===== src/rtl/rs_pkg.sv =====
// Shared RS(15,11) / GF(2^8) definitions for the syndrome datapath.
// The field uses the primitive polynomial x^8+x^4+x^3+x^2+1 with alpha = 0x02.
package rs_pkg;

  localparam int RS_N    = 15;
  localparam int RS_K    = 11;
  localparam int RS_NSYM = 4;

  localparam logic [7:0] GF_POLY = 8'h1D;

  typedef logic [7:0] gf8_t;

  typedef enum logic [1:0] {
    IDLE  = 2'd0,
    ACCUM = 2'd1,
    DONE  = 2'd2
  } state_t;

  // Multiply by alpha: shift left and fold x^8 back through the polynomial.
  function automatic gf8_t gf_xtime(input gf8_t a);
    gf8_t r;
    if (a[7]) begin
      r = {a[6:0], 1'b0} ^ GF_POLY;
    end else begin
      r = {a[6:0], 1'b0};
    end
    return r;
  endfunction

  function automatic gf8_t alpha_pow(input int unsigned k);
    gf8_t p;
    p = 8'h01;
    for (int unsigned i = 0; i < 32'd255; i++) begin
      if (i < (k % 32'd255)) begin
        p = gf_xtime(p);
      end else begin
        p = p;
      end
    end
    return p;
  endfunction

endpackage


===== src/rtl/gf256_mul.sv =====
// Combinational 8x8 GF(2^8) multiplier, shift-and-add form.
module gf256_mul
  import rs_pkg::*;
(
  input  logic [7:0] a,
  input  logic [7:0] b,
  output logic [7:0] p
);

  gf8_t acc_s;
  gf8_t sh_s;

  // Accumulate a*alpha^i for every set bit i of b.
  always_comb begin
    acc_s = 8'h00;
    sh_s  = a;
    for (int i = 0; i < 8; i++) begin
      if (b[i]) begin
        acc_s = acc_s ^ sh_s;
      end else begin
        acc_s = acc_s;
      end
      sh_s = gf_xtime(sh_s);
    end
    p = acc_s;
  end

endmodule


===== src/rtl/rs_syndrome_calc.sv =====
// RS(15,11) syndrome calculator: one codeword per handshake, Horner evaluation one byte per cycle.
// Optional macro RS_SYND_ERRCNT_EN adds a saturating count of corrupted codewords (err_count).
module rs_syndrome_calc
  import rs_pkg::*;
#(
  parameter int FCR = 1
) (
  input  logic         clk,
  input  logic         rst_n,
  input  logic         clrn,
  input  logic         scan_mode,
  input  logic         in_valid,
  output logic         in_ready,
  input  logic [119:0] codeword,
  output logic         out_valid,
  input  logic         out_ready,
  output logic [31:0]  syndromes,
`ifdef RS_SYND_ERRCNT_EN
  output logic [15:0]  err_count,
`endif
  output logic         err_flag
);

  state_t                       state_r;
  logic [3:0]                   cnt_r;
  logic [119:0]                 buf_r;
  logic [RS_NSYM-1:0][7:0]      acc_r;
  logic [RS_NSYM-1:0][7:0]      mul_s;
  logic [RS_NSYM-1:0][7:0]      acc_nxt_s;
  logic                         in_ready_r;
  logic                         out_valid_r;
  logic [31:0]                  synd_r;
  logic                         err_r;
  logic                         clr_s;
  gf8_t                         cur_byte_s;

  assign clr_s      = ~clrn & ~scan_mode;
  assign cur_byte_s = buf_r[{cnt_r, 3'b000} +: 8];

  for (genvar j = 0; j < RS_NSYM; j++) begin : g_lane
    localparam gf8_t ROOT = alpha_pow(FCR + j);
    gf256_mul u_mul (
      .a (acc_r[j]),
      .b (ROOT),
      .p (mul_s[j])
    );
    assign acc_nxt_s[j] = mul_s[j] ^ cur_byte_s;
  end

  // Control FSM, byte buffer, Horner accumulators and registered outputs.
  always_ff @(posedge clk or negedge rst_n) begin
    if (!rst_n) begin
      state_r     <= IDLE;
      cnt_r       <= 4'd0;
      buf_r       <= 120'd0;
      acc_r       <= '0;
      in_ready_r  <= 1'b1;
      out_valid_r <= 1'b0;
      synd_r      <= 32'd0;
      err_r       <= 1'b0;
    end else if (clr_s) begin
      state_r     <= IDLE;
      cnt_r       <= 4'd0;
      buf_r       <= 120'd0;
      acc_r       <= '0;
      in_ready_r  <= 1'b1;
      out_valid_r <= 1'b0;
      synd_r      <= 32'd0;
      err_r       <= 1'b0;
    end else begin
      case (state_r)
        IDLE: begin
          if (in_valid && in_ready_r) begin
            buf_r      <= codeword;
            acc_r      <= '0;
            cnt_r      <= 4'd0;
            in_ready_r <= 1'b0;
            state_r    <= ACCUM;
          end
        end
        ACCUM: begin
          acc_r <= acc_nxt_s;
          if (cnt_r == 4'd14) begin
            cnt_r   <= 4'd0;
            state_r <= DONE;
          end else begin
            cnt_r <= cnt_r + 4'd1;
          end
        end
        // First DONE cycle publishes the result; later cycles wait for the consumer.
        DONE: begin
          if (!out_valid_r) begin
            out_valid_r <= 1'b1;
            synd_r      <= acc_r;
            err_r       <= |acc_r;
          end else if (out_ready) begin
            out_valid_r <= 1'b0;
            in_ready_r  <= 1'b1;
            state_r     <= IDLE;
          end
        end
        default: begin
          state_r     <= IDLE;
          in_ready_r  <= 1'b1;
          out_valid_r <= 1'b0;
        end
      endcase
    end
  end

`ifdef RS_SYND_ERRCNT_EN
  logic [15:0] err_cnt_r;

  // Saturating count of corrupted codewords handed downstream.
  always_ff @(posedge clk or negedge rst_n) begin
    if (!rst_n) begin
      err_cnt_r <= 16'd0;
    end else if (clr_s) begin
      err_cnt_r <= 16'd0;
    end else if (out_valid_r && out_ready && err_r && (err_cnt_r != 16'hFFFF)) begin
      err_cnt_r <= err_cnt_r + 16'd1;
    end
  end

  assign err_count = err_cnt_r;
`endif

  assign in_ready  = in_ready_r;
  assign out_valid = out_valid_r;
  assign syndromes = synd_r;
  assign err_flag  = err_r;

endmodule


===== config.mk =====
export PLATFORM = sky130hd
export DESIGN_NAME = rs_syndrome_calc
export DESIGN_NICKNAME = d
export VERILOG_FILES = /design/src/rtl/rs_pkg.sv /design/src/rtl/gf256_mul.sv /design/src/rtl/rs_syndrome_calc.sv
export SDC_FILE = /design/constraint.sdc
export NUM_CORES = 1
export LEC_CHECK = 0
export ABC_AREA = 0
export ABC_CLOCK_PERIOD_IN_PS = 3700
export BUFFER_PORTS_ARGS = -buffer_cell sky130_fd_sc_hd__buf_2
export CORE_ASPECT_RATIO = 0.5
export CORE_MARGIN = 4
export CORE_UTILIZATION = 30
export CTS_CLUSTER_SIZE = 40
export DETAILED_ROUTE_END_ITERATION = 8
export PLACE_DENSITY = 0.57
export SYNTH_ARGS = -nofsm -noshare
export SYNTH_HDL_FRONTEND = slang
export SYNTH_SLANG_ARGS = --single-unit

===== constraint.sdc =====
create_clock -name clk -period 3.7 [get_ports clk]
set_input_delay 0.37 -clock clk [delete_from_list [all_inputs] [get_ports clk]]
set_output_delay 0.37 -clock clk [all_outputs]
set_load 0.02 [all_outputs]

==> impl_metrics.yaml, run 1 <==
outcome:
  outcome: "complete, no violations"
yosys:
  synth_area_per_cell_um2: 9.540
  synth.most_common_cell: "nand2_1"
  syn_inst: 970
  synthTopCellsByCount: "nand2_1, dfrtp_1, a21oi_1, clkbuf_1, xnor2_1"
  ys_ff_latch: 193
  synth_enable_flop_cells: 0
  async_reset_ff_frac: 1.000
  seq_area_frac_synth: 0.5220
  synth_area_leader_cell: "dfrtp_1"
  ys_warn_count: 0
  synth_flop_cell: "dfrtp_1"
  synth_nets: 1098
  synth_area_um2: 9254
  synth_top_area_frac: 0.5192
  synth_cell_type_count: 45
  yosys-top-cells-area: "dfrtp_1, nand2_1, a21oi_1"
timing:
  worstMarginPinSlew_ns: 1.051
  finalClockSkew_ns: 0.008745
  min_period_over_period: 0.7571
  rsz0062_at_grt: "no"
  report.final.hold_viol_count: 0
  whs_ns: 0.05598
  relSlewSlack: 0.2995
  maxSlewViolCount: 0
  setup-tns-final_ns: 0
  fmax_mhz: 357.0
  period_needed_ns: 2.801
  setup_viol: 0
global_routing:
  grt_max_degree: 157
  grt_pass1_wl_mm: 41.43
  gr-total-overflow: 0
  grt_usage: 0.1524
  grt_pass1_vias: 7487
  use_met3: 0.02917
  antenna_found_initial: 2
  gr-usage-met2: 0.2607
  met1_usage: 0.1998
  grt.busiest_layer: "met2"
clock_network:
  numCtsBuffers: 17
  cts_max_level: 4
  cts_tree: "yes"
  clock_path_buffers: 2
  postCtsHoldBufs: 0
  path_clk_slew_ns: 0.07
  cts.sink_count: 193
  clock-root-buffer: "clkbuf_16"
  post_cts.repair.setup_buffers: 0
  ctsResizeCount: 0
  clock_latency_ns: 0.43
pwr:
  seqPwrFrac: 0.431
  p_sw_mw: 2.453
  switching_share: 0.3490
  pwr_density_cell_nw_per_um2: 640.5
  p_leak_nw: 4.985
  clock_power_share: 0.268
  vdd_ir_drop_max_v: 0.0003816
  p_int_mw: 4.577
  p_comb_frac: 0.301
floorplanning:
  dieWidth_um: 256.4
  die_area_um2: 33890
  ios: 161
  fp.coreArea_um2: 30350
  fp.dieH_um: 132.2
  num_rows: 45
  start_util: 0.3049
cells_and_area:
  drive_above_1_share: 0.2100
  stdcell_area_um2: 10980
  final_core_util: 0.3617
  area_growth_pct: 18.60
  multi_input_area_um2: 4049
  fin_nets: 1210
  regArea_um2: 4832
  fillers: 3071
  fin_cells: 1495
place:
  placed_cells: 1462
  dpl.hpwl_mm: 18.42
  placed_cell_area_um2: 10380
  place.gp.congestion: 0.8275
  port_buffers: 160
drt:
  viasPerCell: 4.959
  routed_wl_mm: 25.95
  first_pass_iters: 5
  post_drt_wl_per_cell_um: 17.36
  drt_iter0_drc: 508
  route.vias.total: 7414
  drc: 0
  antenna_left: 0
setup_path:
  worstSetupStartpointType: "flop"
  worstReg2RegStart: "cnt_r[1]$_DFFE_PN0P_"
  crit_type: "flop to flop"
  worst-path-max-fanout: 41
  rr_worst_depth: 6
  worstPathArrival_ns: 3.11
  r2r_slack_ns: 0.90
  cp_data_required_time_ns: 4.01
  cp-end-kind: "flop"
  r2r_end: "acc_r[30]$_DFFE_PN0P_"
job:
  drv_cap: 0
min_path:
  hp-class: "primary input to async pin"
==> flip-flops by register name (all words and copies together) (netlist names) <==
| name | count |
|---|---|
| syndromes | 32 |
| out_valid | 1 |
| err_flag | 1 |
| acc_r | 32 |
| buf_r | 120 |
| in_ready | 1 |
| cnt_r | 4 |
| state_r | 2 |
==> cell type report <==
class | instances | area share
antenna | 1 | 0.0002280
clock buffer | 18 | 0.04001
clock inverter | 14 | 0.01414
inverter | 9 | 0.003078
multi-input combinational | 687 | 0.3689
sequential | 193 | 0.4403
tap | 399 | 0.04549
timing repair buffer | 174 | 0.08789
==> cell usage in the layout (no fill, tap or decap), drive strengths merged, types with 6 or more instances in the layout <==
master	count
a21oi	162
o21ai	13
mux4	24
xor2	19
nor2	10
clkbuf	19
a22o	28
dfrtp	192
nor2b	6
nand2	322
buf	173
nor4	8
xnor2	36
mux2i	15
inv	14
==> critical path: stages (launching register included) <==
cell and delay [ns]:
dfrtp_2 1.05, mux2i_1 0.26, a221oi_1 0.68, a22oi_4 0.22, xnor2_1 0.19, a21oi_1 0.16
o22ai_1 0.09
==> per-stage QoR <==
step | setup WS [ns] | power, mW
floorplan | 1.613 | 4.603
global placement | 0.9447 | 5.135
detailed placement | 0.8735 | 5.188
CTS | 0.8806 | 7.081
global route | 0.8098 | 7.454
finish | 0.8988 | 7.030
==> power groups by stage <==
stage	registers (mW)	logic, mW	clock network, mW
floorplan	2.70	1.90	0
global placement	3.07	2.06	0
detailed placement	3.07	2.11	0
CTS	3.03	2.13	1.92
global route	3.09	2.34	2.02
finish	3.03	2.11	1.88
==> logic make-up after synthesis <==
logic type      Yosys count  synth area share
simple gates            369            0.1602
compound gates          221            0.1393
flops                   193            0.5220
buf+inv                  90           0.04299
xor+xnor                 55           0.05205
mux                      40           0.08072
fa+ha+maj                 2          0.002704
==> layer usage <==
layer | routed length (um) | up-vias
met4 | 449 | 4
li1 | - | 3504
met1 | 11500 | 3755
met3 | 846 | 31
met2 | 13120 | 120
met5 | 34 | -
==> how the worst max path moves through the flow <==
stage | start | to | slack [ns] | cells past startpoint
final | cnt_r[1]$_DFFE_PN0P_ | acc_r[30]$_DFFE_PN0P_ | 0.90 | 6
after global routing | cnt_r[1]$_DFFE_PN0P_ | acc_r[30]$_DFFE_PN0P_ | 0.81 | 6
after CTS | cnt_r[0]$_DFFE_PN0P_ | acc_r[8]$_DFFE_PN0P_ | 0.88 | 5
after detailed placement | cnt_r[0]$_DFFE_PN0P_ | acc_r[8]$_DFFE_PN0P_ | 0.87 | 5
after global placement | cnt_r[1]$_DFFE_PN0P_ | acc_r[30]$_DFFE_PN0P_ | 0.94 | 6
after floorplan | cnt_r[0]$_DFFE_PN0P_ | acc_r[0]$_DFFE_PN0P_ | 1.61 | 6
Power figures use the tool's default switching activity.
==> inputs of run 2 (changes only) <==
Settings changed: ABC_CLOCK_PERIOD_IN_PS 3700 to 2350, PLACE_DENSITY 0.57 to 0.59.
Clock period 3.7 ns to 2.35 ns, I/O delays scaled along.
==> run 2 against run 1 <==
Combinational power is 69% higher. Critical path depth is 1 lower. Design area rose by 1.4%. Count of clock-buffer cells in the layout shrank 1. Non-clock buffer count up 11. Utilization grew 0.52 points. Maximum frequency rose by 23%. Cell count grew 0.74%. Die area stayed put. Power increased by 59%. Routed wire length up 4.4%. First-iteration DRC count rose by 19%. Critical path type unchanged. Highest routed layer unchanged.
==> impl_metrics.yaml, run 2 (synthesis results as in run 1) <==
outcome:
  outcome: "complete, no violations"
cells_and_area:
  drive_above_1_share: 0.2170
  layout.cells.most_common: "nand2_1"
  multi_input_area_um2: 4049
  fillers: 3032
  regArea_um2: 4835
  layout_common_cells: "nand2_1, dfrtp_1, a21oi_1, buf_2, xnor2_1"
  area_growth_pct: 20.31
  fin_nets: 1221
  stdcell_area_um2: 11130
  regMostFlops: "buf_r"
  final_core_util: 0.3669
  largest_reg_flops: 120
clock_network:
  numCtsBuffers: 17
  clock_path_buffers: 2
  clock-root-buffer: "clkbuf_16"
  post_cts.repair.setup_buffers: 0
  path_clk_slew_ns: 0.08
  clock_latency_ns: 0.44
  cts_tree: "yes"
  cts.sink_count: 193
  cts_max_level: 4
timing:
  rsz0062_at_grt: "no"
  finalClockSkew_ns: 0.009465
  report.final.hold_viol_count: 0
  relSlewSlack: 0.5047
  maxSlewViolCount: 0
  min_period_over_period: 0.9711
  worstMarginPinSlew_ns: 0.7429
  fmax_mhz: 438.2
  period_needed_ns: 2.282
  setup-tns-final_ns: 0
  setup_viol: 0
setup_path:
  cp-endpoint: "acc_r[2]$_DFFE_PN0P_"
  worstPathArrival_ns: 2.61
  critPathLaunch: "cnt_r[0]$_DFFE_PN0P_"
  worst-path-max-fanout: 23
  cp-end-kind: "flop"
  slowest_delay_ns: 0.59
  rr_worst_depth: 5
  r2r_end: "acc_r[2]$_DFFE_PN0P_"
  crit_slowest_cell: "mux4_1"
  worstSetupStartpointType: "flop"
  cp_data_required_time_ns: 2.67
  critical_path.cell_chain: "buf_12 -> mux4_1 -> mux4_2 -> xnor2_1 -> a22o_1"
  r2r_slack_ns: 0.07
  worstReg2RegStart: "cnt_r[0]$_DFFE_PN0P_"
  crit_type: "flop to flop"
global_routing:
  grt_pass1_wl_mm: 42.48
  grt_pass1_vias: 7496
  grt_max_degree: 155
  gr-total-overflow: 0
  antenna_found_initial: 4
  grt_usage: 0.1587
place:
  placed_cell_area_um2: 10540
  place.gp.congestion: 0.8612
  dpl.hpwl_mm: 19.88
  port_buffers: 160
drt:
  routed_wl_mm: 27.09
  route.vias.total: 7454
  viasPerCell: 4.950
  drc: 0
  post_drt_wl_per_cell_um: 17.99
  drt_iter0_drc: 602
  antenna_left: 0
  first_pass_iters: 5
pwr:
  vdd_ir_drop_max_v: 0.0005455
  p_leak_nw: 5.053
  power_mw: 11.17
  pwr_density_cell_nw_per_um2: 1004
floorplanning:
  fp.coreArea_um2: 30350
  die_area_um2: 33890
  dieWidth_um: 256.4
  fp.dieH_um: 132.2
  num_rows: 45
  start_util: 0.3049
  ios: 161
job:
  drv_cap: 0
min_path:
  hp-class: "primary input to flop"
-- run 2: changes by cell type in the layout (fill, tap and decap cells not counted) --
cell and delta:
buf_12 +7, buf_4 +3, clkbuf_8 -2, clkinv_4 +2
buf_6 +1, bufinv_16 -1, clkinv_2 -1, clkinv_8 +1
dfrtp_2 -1, dfrtp_4 +1, dlygate4sd3_1 +1
-- run 2: final cells by class --
type | count | share of cell area
Clock inverter | 15 | 0.01382
Inverter | 9 | 0.003034
Clock buffer | 17 | 0.03821
Timing Repair Buffer | 185 | 0.1019
Sequential cell | 193 | 0.4343
Antenna cell | 1 | 0.0002248
Tap cell | 399 | 0.04484
Multi-Input combinational cell | 687 | 0.3637
-- run 2: worst max-delay path: cells and delay by family, from the launching register on --
| family | cells | cell delay, ns |
|---|---|---|
| mux | 2 | 1.17 |
| flops | 1 | 0.44 |
| buf+inv | 1 | 0.19 |
| compound gates | 1 | 0.19 |
| xor+xnor | 1 | 0.17 |
-- run 2: what timing repair did --
action / 4_1_cts / 5_1_grt
hold buffers: 1 / 0
gates resized for setup: 0 / 1
endpoints found under the hold margin: 57 / 0
endpoints found under the setup margin: 0 / 4
-- run 2: through the flow --
| step | hold slack (ns) | instances | worst slack (ns) |
|---|---|---|---|
| 4_1_cts | 0.01394 | 1505 | 0.07105 |
| 3_3_place_gp | 0.2655 | 1472 | 0.1433 |
| 2_1_floorplan | -0.06059 | 970 | 0.2627 |
| 3_5_place_dp | 0.2684 | 1472 | 0.08482 |
| 6_report | 0.02333 | 1506 | 0.06787 |
| 5_1_grt | 0.009498 | 1506 | 0.01222 |
-- run 2: report_power, final --
group / switching, mW / internal, mW
sequential: 0.772 / 3.92
clock: 1.41 / 1.50
combinational: 1.78 / 1.79
-- run 2: how the worst min path moves through the flow --
| stage | from | to | slack [ns] | cells after the start |
|---|---|---|---|---|
| final | codeword[87] | buf_r[87]$_DFFE_PN0P_ | 0.02 | 3 |
| after global routing | codeword[79] | buf_r[79]$_DFFE_PN0P_ | 0.009 | 3 |
| after CTS | codeword[84] | buf_r[84]$_DFFE_PN0P_ | 0.01 | 3 |
| after detailed placement | rst_n | buf_r[40]$_DFFE_PN0P_ | 0.27 | 1 |
| after global placement | rst_n | buf_r[40]$_DFFE_PN0P_ | 0.27 | 1 |
| after floorplan | rst_n | acc_r[0]$_DFFE_PN0P_ | -0.06 | 0 |
-- run 2: metal layers --
layer / wire length (um) / share of wire / GRT usage
met5: 43 / 0.0016 / 0
met1: 11870 / 0.44 / 0.2029
met3: 930 / 0.034 / 0.03704
met2: 13690 / 0.51 / 0.2728
met4: 556 / 0.021 / 0.04297
==> inputs of run 3 (changes only) <==
Settings changed: BUFFER_PORTS_ARGS -buffer_cell sky130_fd_sc_hd__buf_2 to not set, DONT_BUFFER_PORTS set to 1, PLACE_DENSITY 0.59 to 0.54, SETUP_SLACK_MARGIN set to 0.4.
==> run 3 against run 2 <==
The flow now finishes with violations (negative hold slack). Design area up 6.7%. Clock power about the same. First-iteration DRC count down 7.5%. Routed wire length up 2.8%. Worst hold slack worse by 0.52 ns. Via count about the same. Cell count down 1.2%. Sequential share of layout area down 2.7 points. Flip-flop and latch count unchanged. Largest power group unchanged.
==> impl_metrics.yaml, run 3 (synthesis results as in run 1) <==
outcome:
  outcome: "finished, violations left"
  failed_checks: "negative hold slack"
cells_and_area:
  layout.cells.most_common: "nand2_1"
  drive_above_1_share: 0.1214
  multi_input_area_um2: 4194
  regArea_um2: 4833
  layout_common_cells: "nand2_1, dfrtp_1, a21oi_1, dlygate4sd3_1, xnor2_1"
  fin_nets: 1202
  largest_reg_flops: 120
  regMostFlops: "buf_r"
  fillers: 2910
  area_growth_pct: 28.41
floorplanning:
  die_area_um2: 33890
  fp.coreArea_um2: 30350
  start_util: 0.3049
  fp.dieH_um: 132.2
  num_rows: 45
  dieWidth_um: 256.4
  ios: 161
global_routing:
  use_met3: 0.03301
  grt_pass1_wl_mm: 43.68
  gr-total-overflow: 0
  grt.busiest_layer: "met2"
  grt_usage: 0.1631
  gr-usage-met2: 0.2845
  grt_pass1_vias: 7531
  met1_usage: 0.2052
  antenna_found_initial: 3
  grt_max_degree: 194
timing:
  finalClockSkew_ns: 0.01885
  maxSlewViolCount: 0
  setup_viol: 0
  whs_ns: -0.4998
  fmax_mhz: 450.9
  report.final.hold_viol_count: 193
  period_needed_ns: 2.218
  setup-tns-final_ns: 0
  fin_ws_ns: 0.1323
  relSlewSlack: 0.3661
  worstMarginPinSlew_ns: 0.9509
  min_period_over_period: 0.9437
  rsz0062_at_grt: "yes"
setup_path:
  worstSetupStartpointType: "flop"
  cp_data_required_time_ns: 2.68
  worst-path-max-fanout: 5
  worstPathArrival_ns: 2.55
  slowest_delay_ns: 0.59
  critical_path.cell_chain: "buf_12 -> mux4_2 -> mux4_2 -> xor2_1 -> a22o_1"
  cp-end-kind: "flop"
  crit_type: "flop to flop"
  r2r_end: "acc_r[24]$_DFFE_PN0P_"
  crit_slowest_cell: "mux4_2"
  worstReg2RegStart: "cnt_r[0]$_DFFE_PN0P_"
  path_common_cell: "mux4_2"
  r2r_slack_ns: 0.13
  rr_worst_depth: 5
pwr:
  pwr_density_cell_nw_per_um2: 1006
  vdd_ir_drop_max_v: 0.0006118
  p_leak_nw: 5.004
drt:
  drc: 0
  routed_wl_mm: 27.86
  viasPerCell: 5.008
  drt_iter0_drc: 557
  first_pass_iters: 6
  antenna_left: 0
  route.vias.total: 7452
  post_drt_wl_per_cell_um: 18.72
place:
  port_buffers: 0
  dpl.hpwl_mm: 18.26
  place.gp.congestion: 0.7942
  dp_slack_ns: 0.09074
clock_network:
  clock_path_buffers: 2
  cts.sink_count: 193
  clock-root-buffer: "clkbuf_16"
  cts_max_level: 4
  postCtsHoldBufs: 123
  path_clk_slew_ns: 0.08
  clock_latency_ns: 0.46
  cts_tree: "yes"
  numCtsBuffers: 17
job:
  drv_cap: 0
min_path:
  hp-class: "primary input to async pin"
run 3: what timing repair did:
item / 4_1_cts / 5_1_grt
buffers inserted: 13 / 7
cloned: 3 / 1
resized for setup: 40 / 14
setup endpoints to repair: 32 / 110
hold endpoints to repair: 316 / 193
pin swaps: 35 / 20
run 3: metal layers:
metal / up-vias / share of wire
li1: 3492 / -
met1: 3739 / 0.42
met2: 176 / 0.52
met3: 43 / 0.036
met4: 2 / 0.021
met5: - / 0.00047
run 3: area by class of cell:
cell class / count / share of cell area
inverter: 9 / 0.002843
sequential: 193 / 0.4068
clock inverter: 15 / 0.01390
clock buffer: 17 / 0.03580
tap: 399 / 0.04201
timing repair buffer: 165 / 0.1453
multi-input combinational: 688 / 0.3530
antenna: 2 / 0.0004212
run 3: worst max-delay path, delay by kind of cell, from the launching register on:
kind	cells	cell delay [ns]
muxes	2	1.14
DFF	1	0.45
AOI/OAI and AO/OA	1	0.19
xor gates and xnor gates	1	0.18
buffers and inverters	1	0.14
run 3: per-stage QoR:
| step | total power, mW | instance area (um^2) | util | instances |
|---|---|---|---|---|
| after floorplan | 7.262 | 9268 | - | 970 |
| after global placement | 8.050 | 9651 | 0.3180 | 1307 |
| after detailed placement | 8.116 | 9651 | 0.3180 | 1307 |
| after CTS | 11.82 | 11770 | 0.3877 | 1478 |
| after global routing | 12.61 | 11880 | 0.3915 | 1488 |
| final | 11.96 | 11880 | 0.3915 | 1488 |
run 3: worst max-delay path by stage:
stage                          from                     to  slack, ns  cells past startpoint
2_1_floorplan  cnt_r[0]$_DFFE_PN0P_   acc_r[8]$_DFFE_PN0P_       0.27                      6
3_3_place_gp   cnt_r[1]$_DFFE_PN0P_  acc_r[20]$_DFFE_PN0P_       0.14                      6
3_5_place_dp   cnt_r[1]$_DFFE_PN0P_  acc_r[23]$_DFFE_PN0P_       0.09                      7
4_1_cts        cnt_r[0]$_DFFE_PN0P_   acc_r[8]$_DFFE_PN0P_       0.16                      5
5_1_grt        cnt_r[0]$_DFFE_PN0P_   acc_r[9]$_DFFE_PN0P_        0.1                      8
6_report       cnt_r[0]$_DFFE_PN0P_  acc_r[24]$_DFFE_PN0P_       0.13                      5
run 3: power by group:
group	internal, mW	switching, mW
Combinational	2.37	2.04
Sequential	3.92	0.707
Clock	1.43	1.49
Total	7.72	4.24
